`src/rtl/burst_write_buffer_pkg.sv`:
```
// Shared DDR-side definitions: default burst length, burst FSM states and
// the helper that aligns a byte address down to a burst boundary.
package burst_write_buffer_pkg;

    localparam int BWB_BURST_LENGTH   = 16;
    localparam int BWB_WORD_BYTES_LG2 = 3;

    typedef enum logic [1:0] {
        FILL      = 2'd0,
        BURST     = 2'd1,
        DONE_WAIT = 2'd2
    } bwb_state_e;

    // Clear the address bits that lie inside one burst of burst_len 8-byte words.
    function automatic logic [63:0] burst_align(input logic [63:0] addr,
                                                input int unsigned burst_len);
        logic [63:0] mask;
        mask = (64'(burst_len) << BWB_WORD_BYTES_LG2) - 64'd1;
        return addr & ~mask;
    endfunction

endpackage

```
`src/rtl/burst_write_buffer_line.sv`:
```
// Line storage for one burst: indexed write port, combinational read port.
module burst_line_buffer #(
    parameter int DEPTH      = 16,
    parameter int DATA_WIDTH = 64
) (
    input  logic                     clk_i,
    input  logic                     wr_en_i,
    input  logic [$clog2(DEPTH)-1:0] wr_idx_i,
    input  logic [DATA_WIDTH-1:0]    wr_data_i,
    input  logic [$clog2(DEPTH)-1:0] rd_idx_i,
    output logic [DATA_WIDTH-1:0]    rd_data_o
);

    logic [DATA_WIDTH-1:0] mem_q [DEPTH];

    // Store one word per accepted input write; no reset, contents are scratch.
    always_ff @(posedge clk_i) begin
        if (wr_en_i) begin
            mem_q[wr_idx_i] <= wr_data_i;
        end
    end

    assign rd_data_o = mem_q[rd_idx_i];

endmodule

```
`src/rtl/burst_write_buffer.sv`:
```
// Gathers single-word writes into a line, then replays the line to the DDR
// arbiter as one fixed-length burst and waits for its completion pulse.
module burst_write_buffer
    import burst_write_buffer_pkg::*;
#(
    parameter int ADDR_WIDTH   = 32,
    parameter int DATA_WIDTH   = 64,
    parameter int BURST_LENGTH = BWB_BURST_LENGTH
) (
    input  logic                  clk_i,
    input  logic                  rst_ni,
    input  logic                  in_wr_i,
    input  logic [ADDR_WIDTH-1:0] in_addr_i,
    input  logic [DATA_WIDTH-1:0] in_din_i,
    output logic                  in_wait_n_o,
    output logic                  out_wr_o,
    output logic [ADDR_WIDTH-1:0] out_addr_o,
    output logic [DATA_WIDTH-1:0] out_din_o,
    output logic [7:0]            out_burst_length_o,
    input  logic                  out_wait_n_i,
    input  logic                  out_burst_done_i
);

    localparam int IDX_W = $clog2(BURST_LENGTH);
    localparam int CNT_W = IDX_W + 1;
    localparam logic [CNT_W-1:0] CNT_LAST = CNT_W'(BURST_LENGTH - 1);
    localparam logic [CNT_W-1:0] CNT_ONE  = CNT_W'(1);

    bwb_state_e            state_q, state_d;
    logic [CNT_W-1:0]      fill_cnt_q, fill_cnt_d;
    logic [CNT_W-1:0]      burst_idx_q, burst_idx_d;
    logic [ADDR_WIDTH-1:0] base_q, base_d;
    logic [ADDR_WIDTH-1:0] line_base;
    logic                  in_acc;
    logic                  out_acc;

    // Handshake outputs depend only on the registered state.
    assign in_wait_n_o        = (state_q == FILL);
    assign out_wr_o           = (state_q == BURST);
    assign out_addr_o         = base_q;
    assign out_burst_length_o = 8'(BURST_LENGTH);

    assign in_acc    = in_wr_i & in_wait_n_o;
    assign out_acc   = out_wr_o & out_wait_n_i;
    assign line_base = ADDR_WIDTH'(burst_align(64'(in_addr_i), BURST_LENGTH));

    burst_line_buffer #(
        .DEPTH      (BURST_LENGTH),
        .DATA_WIDTH (DATA_WIDTH)
    ) u_line (
        .clk_i     (clk_i),
        .wr_en_i   (in_acc),
        .wr_idx_i  (in_addr_i[IDX_W+2:3]),
        .wr_data_i (in_din_i),
        .rd_idx_i  (burst_idx_q[IDX_W-1:0]),
        .rd_data_o (out_din_o)
    );

    // Next-state decode: fill counting, burst word stepping, completion wait.
    always_comb begin
        state_d     = state_q;
        fill_cnt_d  = fill_cnt_q;
        burst_idx_d = burst_idx_q;
        base_d      = base_q;
        unique case (state_q)
            FILL: begin
                if (in_acc) begin
                    if (fill_cnt_q == '0) begin
                        base_d = line_base;
                    end
                    if (fill_cnt_q == CNT_LAST) begin
                        fill_cnt_d  = '0;
                        burst_idx_d = '0;
                        state_d     = BURST;
                    end else begin
                        fill_cnt_d = fill_cnt_q + CNT_ONE;
                    end
                end
            end
            BURST: begin
                if (out_acc) begin
                    burst_idx_d = burst_idx_q + CNT_ONE;
                    if (burst_idx_q == CNT_LAST) begin
                        state_d = out_burst_done_i ? FILL : DONE_WAIT;
                    end
                end
            end
            DONE_WAIT: begin
                if (out_burst_done_i) begin
                    state_d = FILL;
                end
            end
            default: state_d = FILL;
        endcase
    end

    // State, counters and latched line base; reset drops the burst at once.
    always_ff @(posedge clk_i or negedge rst_ni) begin
        if (!rst_ni) begin
            state_q     <= FILL;
            fill_cnt_q  <= '0;
            burst_idx_q <= '0;
            base_q      <= '0;
        end else begin
            state_q     <= state_d;
            fill_cnt_q  <= fill_cnt_d;
            burst_idx_q <= burst_idx_d;
            base_q      <= base_d;
        end
    end

endmodule

```
`config.mk`:
```
export PLATFORM = sky130hd
export DESIGN_NAME = burst_write_buffer
export DESIGN_NICKNAME = d
export VERILOG_FILES = /design/src/rtl/burst_write_buffer_pkg.sv /design/src/rtl/burst_write_buffer_line.sv /design/src/rtl/burst_write_buffer.sv
export SDC_FILE = /design/constraint.sdc
export NUM_CORES = 1
export LEC_CHECK = 0
export CAP_MARGIN = 15
export CELL_PAD_IN_SITES_DETAIL_PLACEMENT = 1
export CELL_PAD_IN_SITES_GLOBAL_PLACEMENT = 2
export CORE_MARGIN = 8
export CORE_UTILIZATION = 45
export DETAILED_ROUTE_END_ITERATION = 16
export PLACE_DENSITY_LB_ADDON = 0.08
export SLEW_MARGIN = 20
export SYNTH_ARGS = -nofsm -noshare
export SYNTH_HDL_FRONTEND = slang
export SYNTH_HIERARCHICAL = 1
export SYNTH_SLANG_ARGS = --single-unit
```
`constraint.sdc`:
```
create_clock -name clk_i -period 7.5 [get_ports clk_i]
set_clock_uncertainty 0.2 [all_clocks]
set_input_delay 1.5 -clock clk_i [delete_from_list [all_inputs] [get_ports clk_i]]
set_output_delay 1.5 -clock clk_i [all_outputs]
set_load 0.05 [all_outputs]
```
==> summary.txt, run 1 <==
status: finished clean
Cell Rows: 109
element type at the critical path start: flop
Leak: 15.1 nW
CTS Buffer Depth: 3
# H-tree levels: 3
vias in the first global route: 20250
ANT nets after route: 0
post-synthesis mux area share: 0.153
post-layout min period: 5.63 ns
largest family of logic cells by synthesized area: multiplexers
final hold violations: 0
initial antenna violation count: 7
XOR/XNOR Fraction of Synth Area: 0.000218
Max Clock Freq: 0.178 GHz
FF/Latch Area: 31700 um2
clock buffer count from CTS: 113
CP top delay family: buffers and inverters
DIE AREA: 98900 um2
Clock Tree Root: clkbuf_16
Slowest Stage Delay on Critical Path: 0.97 ns
Cell Area, Synth: 40100 um2
Crit path buffers/inverters: 2
Commonest cells post-synth: edfxtp_1 (1024), mux4_2 (256), a22oi_1 (128)
post_cts resized: 0
Slowest cell on crit path: dfrtp_4
routed wire length: 94.1 mm
max_cap viols: 0
Starting Density: 0.454
clock slew at reported path FFs: 0.06 ns
crit-path max FO: 38
post-synthesis sequential area ratio: 0.790
reg2reg setup slack: 4.00 ns
die width: 314 um
worst slew pin tran: 1.11 ns
Seq pwr share: 0.378
DRT iter0 DRCs: 1340
share of cells above drive strength 1: 0.250
GPL Wtd Cong: 0.684
setup TNS: 0 ns
worst-skew pair later-pin latency: 0.68 ns
Total Nets Final: 2082
area of the multi-input gates: 7980 um2
number of enable flip-flop cells after synthesis: 1024
first-pass GRT wire length: 138 mm
crit-path cells: buf_4 -> mux4_2 -> a22oi_1 -> nand2_1 -> clkdlybuf4s50_1
IO Pins: 207
PwrDens: 386 nW/um2
Combinational Power Share: 0.317
chip height: 314 um
max_slew headroom: 0.260
Sw Pwr: 0.00597 W
Tot Pwr: 0.0183 W
RSZ-0062 raised after global routing: no
via density per instance: 5.74
Synth top area share: 0.767
cts hold-fix bufs: 0
largest net degree at the start of global routing: 69
maximum vdd ir drop: 319 uV
GRT Util Overall: 0.190
Compound-Gate Fraction of Synth Area: 0.0255
area delta synth->final: 18.0%
switching share of power: 0.327
port buffer count: 188
Crit Path Category: flop to output pin
CTS tree: built
non-filler cells, final: 3242
wire length per cell: 29.0 um
Sink Count: 1061
via count: 18595
Synth warnings: 6
Top FF cell, synth: edfxtp_1
share of flip-flops with an asynchronous set or reset: 0.0349
Simple-Gate Fraction of Synth Area: 0.0141
Post-route DRC: 0
leading area contributor after synthesis: edfxtp_1
Synth Register Bits: 1061
Layout fillers: 7530
final worst-path cycle share: 0.751
post-DP HPWL: 47.4 mm
Worst Path Arrival: 3.93 ns
Yosys cell types: 39
Final Setup Violations: 0
drt first pass iters: 5
Mean Syn Cell Area: 23.3 um2
placed insts: 3027
worst endpoint required time: 5.80 ns
hold crit path type: flop to flop
postcts setup bufs: 0
largest cells by area after synthesis: edfxtp_1 (77%), mux4_2 (14%), a22oi_1 (2.4%)
clock share of power: 0.305
CP endpoint kind: output pin
Final Slew Violations: 0
count leader, synth: edfxtp_1
Synth Area in Adders: 0.00125
internal power: 0.0123 W
Mapped Cells: 1720
Core ar.: 88400 um2
grt ovf: 0
-- layer usage --
layer,wire (um),GRT usage,up-vias,share of wire
li1,-,-,7823,-
met1,39500,0.250,10188,0.42
met2,48300,0.328,422,0.51
met3,4180,0.0313,156,0.044
met4,2070,0.0498,6,0.022
met5,42,0,-,0.00045
-- worst paths after layout --
check / startpoint / cells past startpoint / endpoint
max: burst_idx_q[0] / 5 / out_din_o[22]
min: out_addr_o[8] / 1 / out_addr_o[8]
max reg2reg: state_q[1] / 5 / u_line/mem_q[0][47]
min reg2reg: out_addr_o[8] / 1 / out_addr_o[8]
max in group asynchronous: rst_ni / 1 / burst_idx_q[0]
min in group asynchronous: rst_ni / 1 / state_q[1]
-- cell families after synthesis --
group,count (synthesis)
adders and majority gates,4
AOI/OAI and AO/OA,138
xor gates and xnor gates,1
and+or+nand+nor,125
buffers and inverters,107
muxes,282
other,2
DFF,1061
-- flip-flops by register name (all words and copies together) (netlist names) --
register and cells:
u_line/mem_q 1024, out_addr_o 25, burst_idx_q 5, fill_cnt_q 5, state_q 2
-- power groups by stage --
stage | registers, W | clock network, W | logic [W]
4_1_cts | 0.00692 | 0.00572 | 0.00592
6_report | 0.00691 | 0.00557 | 0.00579
3_5_place_dp | 0.00704 | 0 | 0.00590
5_1_grt | 0.00695 | 0.00589 | 0.00612
3_3_place_gp | 0.00703 | 0 | 0.00587
2_1_floorplan | 0.00711 | 0 | 0.00389
-- layout by cell type, fill, tap and decap left out, drive strengths merged, types with 4 or more instances in the layout --
cell type	count
a22oi	128
buf	44
bufinv	15
clkbuf	133
clkdlybuf4s50	187
clkinv	57
clkinvlp	4
conb	15
dfrtp	37
edfxtp	1024
ha	4
inv	8
mux2	26
mux4	256
nand2	76
nand3	11
nor2	16
nor3	5
o21ai	4
-- cell type report --
type,instances,area share
Sequential cell,1061,0.670
Clock buffer,133,0.0623
Antenna cell,3,0.000159
Clock inverter,79,0.0169
Timing Repair Buffer,231,0.0507
Tap cell,1165,0.0308
Multi-Input combinational cell,565,0.169
Inverter,5,0.000661
-- per-stage QoR --
stage	worst slack [ns]	hold slack, ns	area, um2	util
2_1_floorplan	0.196	0.269	40100	-
3_3_place_gp	2.44	0.282	43500	0.493
3_5_place_dp	2.48	0.294	43500	0.493
4_1_cts	1.72	0.309	47300	0.535
5_1_grt	1.60	0.318	47300	0.535
6_report	1.87	0.305	47300	0.535
Note: power is estimated with default switching activity, not from simulation.
==> inputs of run 2 (changes only) <==
--- a/config.mk
+++ b/config.mk
@@ -9,7 +9,7 @@
 export CELL_PAD_IN_SITES_DETAIL_PLACEMENT = 1
 export CELL_PAD_IN_SITES_GLOBAL_PLACEMENT = 2
 export CORE_MARGIN = 8
-export CORE_UTILIZATION = 45
+export CORE_UTILIZATION = 43
 export DETAILED_ROUTE_END_ITERATION = 16
 export PLACE_DENSITY_LB_ADDON = 0.08
 export SLEW_MARGIN = 20
==> constraint.sdc (replaced) <==
create_clock -name clk_i -period 4.7 [get_ports clk_i]
set_clock_uncertainty 0.2 [all_clocks]
set_input_delay 0.94 -clock clk_i [delete_from_list [all_inputs] [get_ports clk_i]]
set_output_delay 0.94 -clock clk_i [all_outputs]
set_load 0.05 [all_outputs]
==> summary.txt, run 2 (synthesis gave the netlist of run 1 again) <==
Crit Path Category: flop to output pin
via count: 18536
hold crit path type: primary input to asynchronous set/reset pin
largest net degree at the start of global routing: 65
GPL Wtd Cong: 0.683
most frequent cells in the layout: edfxtp_1 (1024), mux4_2 (256), clkdlybuf4s50_1 (164), a22oi_1 (128), clkbuf_16 (115)
# H-tree levels: 3
Clock Tree Root: clkbuf_16
worst endpoint required time: 3.56 ns
Leak: 15.3 nW
CTS Buffer Depth: 3
initial antenna violation count: 7
Worst Path Arrival: 3.43 ns
clock buffer count from CTS: 112
end-of-flow core utilization: 0.513
Post-route DRC: 0
postcts setup bufs: 0
CP top delay family: buffers and inverters
worst-skew pair later-pin latency: 0.66 ns
via density per instance: 5.53
grt ovf: 0
setup TNS: 0 ns
Sink Count: 1061
PwrDens: 607 nW/um2
die width: 321 um
DIE AREA: 103000 um2
IO Pins: 207
Max Clock Freq: 0.219 GHz
final hold violations: 0
Largest Register: u_line/mem_q
area delta synth->final: 19.0%
drt first pass iters: 5
element type at the critical path start: flop
port buffer count: 188
Starting Density: 0.431
wire length per cell: 28.5 um
ANT nets after route: 0
Crit path buffers/inverters: 3
crit-path max FO: 28
chip height: 321 um
status: finished clean
CP endpoint kind: output pin
max_slew headroom: 0.414
share of cells above drive strength 1: 0.261
GRT Util Overall: 0.185
DRT iter0 DRCs: 1153
Slowest Stage Delay on Critical Path: 0.72 ns
Cell Rows: 112
RSZ-0062 raised after global routing: no
Core ar.: 92900 um2
Final Slew Violations: 0
routed wire length: 95.5 mm
Critical Path Most Common Cell: buf_12
post-layout min period: 4.57 ns
maximum vdd ir drop: 534 uV
Fin Hold WS: 0.180 ns
vias in the first global route: 20333
CTS tree: built
max_cap viols: 0
Final Setup Violations: 0
cts hold-fix bufs: 0
Layout fillers: 8006
post-DP HPWL: 49.2 mm
crit-path cells: buf_12 -> buf_12 -> mux4_2 -> a22oi_1 -> nand2_1 -> clkdlybuf4s50_1
Slowest cell on crit path: clkdlybuf4s50_1
first-pass GRT wire length: 141 mm
commonest non-fill, non-tap cell in the layout: edfxtp_1
max FFs per register: 1024
Total Nets Final: 2106
worst slew pin tran: 0.879 ns
clock slew at reported path FFs: 0.06 ns
Tot Pwr: 0.0290 W
final worst-path cycle share: 0.973
run 2: cell count changes in the layout (fill, tap and decap cells not counted), sizes merged:
cell	previous run	this run
buf	44	81
clkdlybuf4s50	187	164
dlymetal6s2s	0	9
bufinv	15	8
clkbuf	133	137
clkinvlp	4	6
dlygate4sd2	0	2
clkinv	57	56
diode	3	4
inv	8	7
run 2: layout make-up:
| type | count | area, um2 | area share |
|---|---|---|---|
| Tap cell | 1254 | 1570 | 0.0329 |
| Clock inverter | 72 | 594 | 0.0125 |
| Timing Repair Buffer | 256 | 2840 | 0.0595 |
| Inverter | 5 | 31.3 | 0.000656 |
| Multi-Input combinational cell | 565 | 7990 | 0.168 |
| Sequential cell | 1061 | 31700 | 0.664 |
| Antenna cell | 4 | 10.0 | 0.000210 |
| Clock buffer | 137 | 2980 | 0.0625 |
run 2: through the flow:
| stage | cell area [um2] | setup slack (ns) | cells |
|---|---|---|---|
| final | 47700 | 0.128 | 3354 |
| after global routing | 47700 | 0.0000706 | 3350 |
| after CTS | 47700 | 0.00382 | 3350 |
| after detailed placement | 44100 | 0.669 | 3141 |
| after global placement | 44100 | 0.677 | 3141 |
| after floorplan | 40200 | -0.658 | 1733 |
run 2: final timing paths:
kind / startpoint / end / slack (ns) / depth (start not counted)
worst max-delay path: burst_idx_q[0] / out_din_o[29] / 0.13 / 6
worst min-delay path: rst_ni / state_q[0] / 0.18 / 1
worst max register to register: state_q[1] / u_line/mem_q[0][45] / 1.74 / 5
worst min register to register: out_addr_o[9] / out_addr_o[9] / 0.30 / 1
max in group asynchronous: rst_ni / burst_idx_q[0] / 3.48 / 1
min in group clk_i: out_addr_o[9] / out_addr_o[9] / 0.30 / 1
run 2: power breakdown:
group	switching, W	internal [W]
Clock	0.00359	0.00493
Sequential	0.000221	0.0107
Combinational	0.00581	0.00373
run 2: repair_timing:
item / CTS / global route
resized for setup: 2 / 9
pin swaps: 0 / 0
setup endpoints to repair: 2 / 9
run 2: routing by layer:
layer	global-route usage	vias up	wire length [um]
met3	0.0338	124	3980
li1	-	7887	-
met2	0.325	356	49600
met5	0	-	27
met1	0.241	10165	40100
met4	0.0394	4	1860
